File: config.mk
export PLATFORM = sky130hd
export DESIGN_NAME = dwconv_sched
export DESIGN_NICKNAME = d
export VERILOG_FILES = /design/src/rtl/dwconv_pkg.sv /design/src/rtl/dwconv_sched_cnt.sv /design/src/rtl/dwconv_sched.sv
export SDC_FILE = /design/constraint.sdc
export NUM_CORES = 1
export LEC_CHECK = 0
export CORE_MARGIN = 5
export CORE_UTILIZATION = 43
export DETAILED_ROUTE_END_ITERATION = 8
export GPL_TIMING_DRIVEN = 0
export PLACE_DENSITY = 0.92
export SLEW_MARGIN = 15
export SYNTH_ARGS = -nofsm -noshare
export SYNTH_HDL_FRONTEND = slang
export SYNTH_SLANG_ARGS = --single-unit
export TNS_END_PERCENT = 1
File: constraint.sdc
create_clock -name clk -period 4.95 [get_ports clk]
set_input_delay 1.485 -clock clk [delete_from_list [all_inputs] [get_ports clk]]
set_output_delay 1.485 -clock clk [all_outputs]
set_load 0.03 [all_outputs]
File: src/rtl/dwconv_pkg.sv
// Shared definitions for the depthwise-conv frame scheduler.
package dwconv_pkg;

   typedef enum logic [2:0] {
      ST_IDLE  = 3'd0,
      ST_FETCH = 3'd1,
      ST_DRAIN = 3'd2,
      ST_DONE  = 3'd3,
      ST_ERR   = 3'd4
   } state_t;

   // Address width for a memory of 'depth' words, never narrower than 1 bit.
   function automatic int addr_width(input int depth);
      int w;
      w = $clog2(depth);
      return (w < 1) ? 1 : w;
   endfunction

   // Width needed to hold the values 0..max_val inclusive.
   function automatic int count_width(input int max_val);
      int w;
      w = $clog2(max_val + 1);
      return (w < 1) ? 1 : w;
   endfunction

endpackage

File: src/rtl/dwconv_sched_cnt.sv
// Saturating up-counter with synchronous clear; holds at MAX once reached.
module dwconv_sched_cnt #(
   parameter int W   = 6,
   parameter int MAX = 35
) (
   input  logic         clk,
   input  logic         rst,
   input  logic         clr,
   input  logic         inc,
   output logic [W-1:0] cnt,
   output logic         at_max
);

   assign at_max = (cnt == W'(MAX));

   // Clear wins over increment; increment stops at MAX.
   always_ff @(posedge clk or posedge rst) begin
      if (rst) begin
         cnt <= '0;
      end else if (clr) begin
         cnt <= '0;
      end else if (inc && !at_max) begin
         cnt <= cnt + 1'b1;
      end
   end

endmodule

File: src/rtl/dwconv_sched.sv
// Frame scheduler for the depthwise-conv datapath: streams one input frame
// from feature memory and supervises the datapath's output count.
//
// state | meaning
// IDLE  | waiting for start
// FETCH | issuing one read per cycle, addresses 0..INPUT_SIZE^2-1
// DRAIN | reads finished, waiting for conv_dout_end (bounded by TIMEOUT)
// DONE  | one-cycle completion pulse
// ERR   | sticky fault; start restarts a frame exactly as in IDLE
module dwconv_sched
   import dwconv_pkg::*;
#(
   parameter  int N             = 16,
   parameter  int INPUT_CHANNEL = 3,
   parameter  int INPUT_SIZE    = 6,
   parameter  int OUTPUT_SIZE   = 6,
   parameter  int TIMEOUT       = 1024,
   localparam int AW            = addr_width(INPUT_SIZE * INPUT_SIZE),
   localparam int OW            = count_width(OUTPUT_SIZE * OUTPUT_SIZE),
   localparam int DW            = INPUT_CHANNEL * N
) (
   input  logic          clk,
   input  logic          rst,
   input  logic          start,
   output logic          mem_rd_en,
   output logic [AW-1:0] mem_addr,
   input  logic [DW-1:0] mem_rdata,
   output logic          conv_input_vld,
   output logic [DW-1:0] conv_input_din,
   input  logic          conv_dout_vld,
   input  logic          conv_dout_end,
   output logic          busy,
   output logic          done,
   output logic          err,
   output logic [OW-1:0] out_count
);

   localparam int PIX  = INPUT_SIZE * INPUT_SIZE;
   localparam int OUTS = OUTPUT_SIZE * OUTPUT_SIZE;
   localparam int TW   = count_width(TIMEOUT);

   state_t          state;
   logic [TW-1:0]   tmo;
   logic            start_ok;
   logic            addr_last;
   logic            out_inc;
   logic            out_sat;
   logic [OW-1:0]   out_incl;

   assign start_ok = start && ((state == ST_IDLE) || (state == ST_ERR));
   assign out_inc  = busy && conv_dout_vld;
   // Count as it will be after this cycle's vld, used to judge conv_dout_end.
   assign out_incl = (out_inc && !out_sat) ? out_count + 1'b1 : out_count;

   dwconv_sched_cnt #(
      .W   (AW),
      .MAX (PIX - 1)
   ) u_addr_cnt (
      .clk    (clk),
      .rst    (rst),
      .clr    (start_ok),
      .inc    (state == ST_FETCH),
      .cnt    (mem_addr),
      .at_max (addr_last)
   );

   dwconv_sched_cnt #(
      .W   (OW),
      .MAX (OUTS)
   ) u_out_cnt (
      .clk    (clk),
      .rst    (rst),
      .clr    (start_ok),
      .inc    (out_inc),
      .cnt    (out_count),
      .at_max (out_sat)
   );

   // Frame sequencing with registered strobes and the DRAIN timeout down-counter.
   always_ff @(posedge clk or posedge rst) begin
      if (rst) begin
         state     <= ST_IDLE;
         mem_rd_en <= 1'b0;
         busy      <= 1'b0;
         done      <= 1'b0;
         err       <= 1'b0;
         tmo       <= '0;
      end else begin
         done <= 1'b0;
         case (state)
            ST_IDLE, ST_ERR: begin
               if (start) begin
                  state     <= ST_FETCH;
                  mem_rd_en <= 1'b1;
                  busy      <= 1'b1;
                  err       <= 1'b0;
               end
            end
            ST_FETCH: begin
               if (conv_dout_end) begin
                  // The datapath cannot legitimately finish before it has the whole frame.
                  state     <= ST_ERR;
                  mem_rd_en <= 1'b0;
                  busy      <= 1'b0;
                  err       <= 1'b1;
               end else if (addr_last) begin
                  state     <= ST_DRAIN;
                  mem_rd_en <= 1'b0;
                  tmo       <= TW'(TIMEOUT - 1);
               end
            end
            ST_DRAIN: begin
               if (conv_dout_end) begin
                  busy <= 1'b0;
                  if (out_incl == OW'(OUTS)) begin
                     state <= ST_DONE;
                     done  <= 1'b1;
                  end else begin
                     state <= ST_ERR;
                     err   <= 1'b1;
                  end
               end else if (tmo == '0) begin
                  state <= ST_ERR;
                  busy  <= 1'b0;
                  err   <= 1'b1;
               end else begin
                  tmo <= tmo - 1'b1;
               end
            end
            ST_DONE: begin
               state <= ST_IDLE;
            end
            default: begin
               state     <= ST_IDLE;
               mem_rd_en <= 1'b0;
               busy      <= 1'b0;
            end
         endcase
      end
   end

   // Read data arrives one cycle after the strobe, so vld is the strobe delayed.
   always_ff @(posedge clk or posedge rst) begin
      if (rst) begin
         conv_input_vld <= 1'b0;
      end else begin
         conv_input_vld <= mem_rd_en;
      end
   end

   assign conv_input_din = conv_input_vld ? mem_rdata : '0;

endmodule

* Word level (Yosys, flattened, before mapping)
Cells that the tools add are included.
** Storage, ports and cells
- Flip-flop bits (word level) :: 31
- Word-level logic and storage cells :: 83
- Output and inout bits :: 65
- Bits of input ports :: 53
** Operators by class
- Muxes and demuxes :: 34
- Bitwise logic cells :: 2
- Reduce and logical (&&, ||, !) cells :: 19
- Add/subtract/negate cells :: 3
- Equal/unequal tests :: 16
** Operator list (number)
- two-way mux 48 bit :: 1
- two-way mux 11 bit :: 4
- two-way mux 6 bit :: 4
- case mux 11 bit (2 select lines) :: 1
- == test 6 bit (second input constant) :: 3
- two-way mux 3 bit :: 6
- two-way mux 1 bit :: 14
- adder 6 x 1 -> 6 bit (second input constant) :: 2
- inequality test 2 bit (second input constant) :: 6
- zero test 11 bit :: 1
- subtractor 11 x 1 -> 11 bit (second input constant) :: 1
- AND reduction 5 bit :: 2
- inequality test 3 bit (second input constant) :: 3
- case mux 3 bit (3 select lines) :: 1
- == test 3 x 2 -> 1 bit (second input constant) :: 2
- case mux 1 bit (3 select lines) :: 2
- AND reduction 3 bit :: 2
- logical AND 1 bit :: 4
- case mux 1 bit (4 select lines) :: 1
- AND reduction 4 bit :: 1
- nonzero test 2 bit :: 2
- OR reduction 2 bit :: 2
- == test 3 x 1 -> 1 bit (second input constant) :: 1
- == test 3 bit (second input constant) :: 1
- other kinds (5) :: 7

* Depth between registers and ports, before layout
- Depth after elaboration :: 8
- Gate-level depth with buffers :: 9

* Cells and area by module
A second synthesis with hierarchy kept.
** Unflattened totals
- Cells, all modules :: 254
- Area total of the unflattened synthesis :: 2252.2 um2
** Modules (own cells, without submodules)
- dwconv_sched :: sequential area each 475.5 um2, times used 1, cells each 173, area each 1512.7 um2
- dwconv_sched_cnt (u_out_cnt) :: sequential area each 150.1 um2, times used 1, cells each 42, area each 386.6 um2
- dwconv_sched_cnt (u_addr_cnt) :: sequential area each 150.1 um2, times used 1, cells each 39, area each 352.8 um2

* Worst setup path after synthesis
Ideal clock, no wire load.
- Path type :: in2out
- Start :: in mem_rdata[0]
- End :: out conv_input_din[0]
- Required time :: 3465 ps
- Setup slack :: 1699 ps
- Arrival time :: 1766 ps
- Stages :: 1
- Path through :: and2_1
** Between the ends
- Word-level cells in the longest chain between the ends :: 1
** Ends and longest elaborated chain
- start: declaration :: RTL line dwconv_sched.sv:27 : input logic [DW-1:0] mem_rdata,
- two-way mux 48 bit :: RTL line dwconv_sched.sv:151 : assign conv_input_din = conv_input_vld ? mem_rdata : '0;
- end: declaration :: RTL line dwconv_sched.sv:29 : output logic [DW-1:0] conv_input_din,
No other way between the ends.

* Worst setup path after layout
- Start :: in mem_rdata[5]
- End :: out conv_input_din[5]
The elaborated chain is that of the path after synthesis.

==> impl_results.html <==
<table>
<tr><th>Metric</th><th>Value</th></tr>
<tr><th colspan="2">Yosys</th></tr>
<tr><td>Post-synth net total</td><td>294</td></tr>
<tr><td>Number of flip-flops and latches in the synthesized netlist</td><td>31</td></tr>
<tr><td>Sequential-to-total area share from yosys stat</td><td>35.0%</td></tr>
<tr><td>Most used flip-flop cell after synthesis</td><td>sky130_fd_sc_hd__dfrtp_1</td></tr>
<tr><td>Syn avg cell area</td><td>9.38 um^2</td></tr>
<tr><td>Post-synthesis cell area</td><td>2210 um^2</td></tr>
<tr><td>Count of flip-flops with a built-in enable after synthesis</td><td>0</td></tr>
<tr><td>Count of synthesis-stage warnings from yosys</td><td>0</td></tr>
<tr><td>Syn Inst Count</td><td>about 240</td></tr>
<tr><td>Netlist cell types</td><td>between 40 and 50</td></tr>
<tr><td>Share of synthesized flip-flops with an asynchronous set or reset</td><td>100%</td></tr>
<tr><th colspan="2">STA</th></tr>
<tr><td>Final hold vios</td><td>0</td></tr>
<tr><td>Fmax</td><td>236 MHz</td></tr>
<tr><td>Minimum clock period after layout</td><td>4.24 ns</td></tr>
<tr><td>RSZ-0062 raised after global routing</td><td>false</td></tr>
<tr><td>Setup Viol. Count Final</td><td>0</td></tr>
<tr><td>Crit share post-route</td><td>approximately 86%</td></tr>
<tr><td>Final sum of negative setup slack</td><td>0 ns</td></tr>
<tr><td>Min Hold Slack</td><td>0.413 ns</td></tr>
<tr><td>Pins Over Slew Limit</td><td>0</td></tr>
<tr><td>Slew margin rel.</td><td>56.7%</td></tr>
<tr><td>Worst Tran Pin Value</td><td>approximately 0.65 ns</td></tr>
<tr><td>Worst setup skew after layout</td><td>between 0.004 and 0.005 ns</td></tr>
<tr><th colspan="2">Global route</th></tr>
<tr><td>Congestion Overflow GR</td><td>0</td></tr>
<tr><td>Vias in the first global route</td><td>1,963</td></tr>
<tr><td>Number of antenna violations at the first check in global routing</td><td>0</td></tr>
<tr><td>Global-route wire length before repair</td><td>10,100 um</td></tr>
<tr><td>Maximum number of pins on one net before global-route repair</td><td>32</td></tr>
<tr><td>Total routing usage reported by global routing</td><td>about 20%</td></tr>
<tr><th colspan="2">Worst setup path</th></tr>
<tr><td>Required arrival time at the worst endpoint</td><td>3.46 ns</td></tr>
<tr><td>CP arrival</td><td>between 2 and 3 ns</td></tr>
<tr><td>Buf+Inv Stages, Crit Path</td><td>2</td></tr>
<tr><td>Worst Setup Start Kind</td><td>input pin</td></tr>
<tr><td>Kind of end point of the critical path</td><td>output port</td></tr>
<tr><td>Crit Path Class</td><td>in2out</td></tr>
<tr><td>Critical-path maximum fanout</td><td>1</td></tr>
<tr><td>Cell with the largest stage delay on the worst path</td><td>sky130_fd_sc_hd__clkdlybuf4s50_1</td></tr>
<tr><td>Highest cell delay on the worst timing path</td><td>0.69 ns</td></tr>
<tr><td>Ordered list of cells on the worst path</td><td>clkdlybuf4s50_1, and2_1, clkdlybuf4s50_1</td></tr>
<tr><td>Most common cell on crit path</td><td>sky130_fd_sc_hd__clkdlybuf4s50_1</td></tr>
<tr><td>Family of cells with the greatest summed delay on the critical path</td><td>buffers and inverters</td></tr>
<tr><th colspan="2">Power and ir drop</th></tr>
<tr><td>Total power</td><td>1.69 mW</td></tr>
<tr><td>Largest vdd supply drop</td><td>about 0.23 mV</td></tr>
<tr><td>P per Cell Area</td><td>about 470 nW/um^2</td></tr>
<tr><td>Leakage power total</td><td>roughly 1.4 nW</td></tr>
<tr><th colspan="2">Die</th></tr>
<tr><td>Count of boundary I/O pins</td><td>118</td></tr>
<tr><td>Core Rows</td><td>26</td></tr>
<tr><td>Die footprint</td><td>6680 um^2</td></tr>
<tr><td>Die Span Y</td><td>~82 um</td></tr>
<tr><td>Starting density of the core</td><td>between 40 and 50%</td></tr>
<tr><td>Core Region</td><td>5040 um^2</td></tr>
<tr><td>Die outline width</td><td>slightly above 80 um</td></tr>
<tr><th colspan="2">Placed design</th></tr>
<tr><td>Quantity of I/O buffers inserted on ports</td><td>between 100 and 150</td></tr>
<tr><td>Area post-placement</td><td>between 3000 and 4000 um^2</td></tr>
<tr><td>Final weighted congestion of routability-driven global placement</td><td>0.873</td></tr>
<tr><td>Count of placed standard cells including taps</td><td>422</td></tr>
<tr><td>Half-perimeter wire length after placement</td><td>5660 um</td></tr>
<tr><th colspan="2">Clock network</th></tr>
<tr><td>Clock tree from TritonCTS</td><td>done</td></tr>
<tr><td>Clock-pin slew on the worst setup and hold paths</td><td>0.06 ns</td></tr>
<tr><td>Clock root cell</td><td>sky130_fd_sc_hd__clkbuf_8</td></tr>
<tr><td>Clock latency on the worst-skew pair</td><td>slightly below 0.3 ns</td></tr>
<tr><td>PostCTS Resize Cnt</td><td>0</td></tr>
<tr><td>Number of buffers between clock root and the deepest sink</td><td>2</td></tr>
<tr><td>Number of buffers added for setup after CTS</td><td>0</td></tr>
<tr><td>Clock sink total</td><td>31</td></tr>
<tr><td>CTS buffer count</td><td>5</td></tr>
<tr><td>Count of H-tree levels built during CTS</td><td>2</td></tr>
<tr><td>CTS Hold Buffers Added</td><td>0</td></tr>
<tr><th colspan="2">Route</th></tr>
<tr><td>DRT Wirelength</td><td>~6700 um</td></tr>
<tr><td>Final routed DRC violation total</td><td>0</td></tr>
<tr><td>DRT Pass-1 Iters</td><td>4</td></tr>
<tr><td>Post-detailed-route wirelength per cell</td><td>15.7 um</td></tr>
<tr><td>Total via count in the routed design</td><td>2,164</td></tr>
<tr><td>ANT nets after route</td><td>0</td></tr>
<tr><td>Drt initial violations</td><td>34</td></tr>
<tr><td>Number of vias per cell</td><td>5.04</td></tr>
<tr><th colspan="2">Layout</th></tr>
<tr><td>Commonest non-fill, non-tap cells in the layout</td><td>sky130_fd_sc_hd__clkdlybuf4s50_1 (116), sky130_fd_sc_hd__and2_1 (50), sky130_fd_sc_hd__dfrtp_1 (31)</td></tr>
<tr><td>Ant diodes</td><td>0</td></tr>
<tr><td>Area overhead of the layout relative to synthesis</td><td>60.4%</td></tr>
<tr><td>Finished Layout Cells</td><td>429</td></tr>
<tr><td>Net count, final</td><td>417</td></tr>
<tr><td>Fraction of final layout cells with drive strength greater than 1</td><td>between 10 and 15%</td></tr>
<tr><td>Commonest non-fill, non-tap cell in the layout</td><td>sky130_fd_sc_hd__clkdlybuf4s50_1</td></tr>
<tr><td>Finished layout cell area</td><td>3550 um^2</td></tr>
<tr><th colspan="2">Worst hold path</th></tr>
<tr><td>Class of the tightest hold or removal check</td><td>reg2reg</td></tr>
<tr><th colspan="2">Run</th></tr>
<tr><td>Max-capacitance violation count</td><td>0</td></tr>
<tr><th colspan="2">Status</th></tr>
<tr><td>Result of the run</td><td>complete, no violations</td></tr>
</table>
==> cell families after synthesis <==
family	Yosys count	synth area share, %
buffers and inverters	19	4.69
and+or+nand+nor	127	37.1
muxes	1	0.452
AOI/OAI and AO/OA	35	12.7
adders and majority gates	5	2.83
xor gates and xnor gates	18	7.12
DFF	31	35.0
==> flip-flops by register name (all words and copies together) (netlist names) <==
name,count
conv_input_vld,1
tmo,11
err,1
mem_rd_en,1
u_out_cnt.cnt,6
u_addr_cnt.cnt,6
state,3
busy,1
done,1
==> power by group <==
group	internal (mW)	total (mW)	switching (mW)
combinational	0.467	1.10	0.629
clock	0.109	0.201	0.0918
sequential	0.313	0.389	0.0766
total	0.889	1.69	0.797
==> synthesized netlist by cell type, types with 3 or more instances <==
| master | number | share of area (%) |
|---|---|---|
| sky130_fd_sc_hd__nand4_1 | 6 | 1.7 |
| sky130_fd_sc_hd__nand2_1 | 20 | 3.4 |
| sky130_fd_sc_hd__nand3_1 | 7 | 1.6 |
| sky130_fd_sc_hd__a31oi_1 | 4 | 1.1 |
| sky130_fd_sc_hd__a2111oi_2 | 3 | 2.0 |
| sky130_fd_sc_hd__a211oi_1 | 4 | 1.4 |
| sky130_fd_sc_hd__nor3_1 | 3 | 0.68 |
| sky130_fd_sc_hd__xnor2_1 | 9 | 3.6 |
| sky130_fd_sc_hd__nor2_1 | 10 | 1.7 |
| sky130_fd_sc_hd__nor2_4 | 10 | 5.1 |
| sky130_fd_sc_hd__dfrtp_1 | 31 | 35 |
| sky130_fd_sc_hd__clkbuf_1 | 7 | 1.2 |
| sky130_fd_sc_hd__ha_1 | 5 | 2.8 |
| sky130_fd_sc_hd__a21o_1 | 3 | 1.0 |
| sky130_fd_sc_hd__inv_1 | 8 | 1.4 |
| sky130_fd_sc_hd__and2_1 | 50 | 14 |
| sky130_fd_sc_hd__a21oi_1 | 9 | 2.0 |
| sky130_fd_sc_hd__xor2_1 | 9 | 3.6 |
==> metal layers <==
| metal | track usage, % | share of wire [%] |
|---|---|---|
| met5 | 0 | 0 |
| met4 | 7.97 | 2.5 |
| met3 | 5.92 | 9.7 |
| met2 | 35.9 | 51 |
| met1 | 21.4 | 37 |
==> area by class of cell <==
class                   count  area [um^2]
repair buffers            116         1160
clock buffers               6         82.6
plain buffers              11         73.8
inverters                   8         30.0
well taps                  70         87.6
flip-flops and latches     31          776
clock inverters             1         5.00
fillers                   390         1490
multi-input cells         186         1330
==> path summary, 6_finish.rpt <==
check,from,cells past startpoint,end,slack [ns]
max in group asynchronous,rst,2,u_addr_cnt.cnt[5],2.91
hold reg to reg,mem_rd_en,0,conv_input_vld,0.41
hold / removal,mem_rd_en,0,conv_input_vld,0.41
setup reg to reg,u_out_cnt.cnt[0],7,state[2],2.61
setup / recovery,mem_rdata[5],3,conv_input_din[5],0.71
min in group asynchronous,rst,2,u_out_cnt.cnt[3],1.61
==> stage by stage <==
step	util (%)	worst slack, ns
CTS	70.4	0.701
finish	70.4	0.710
detailed placement	68.7	0.701
global route	70.4	0.652
global placement	68.7	0.725
floorplan	-	1.70
Power figures use the tool's default switching activity.
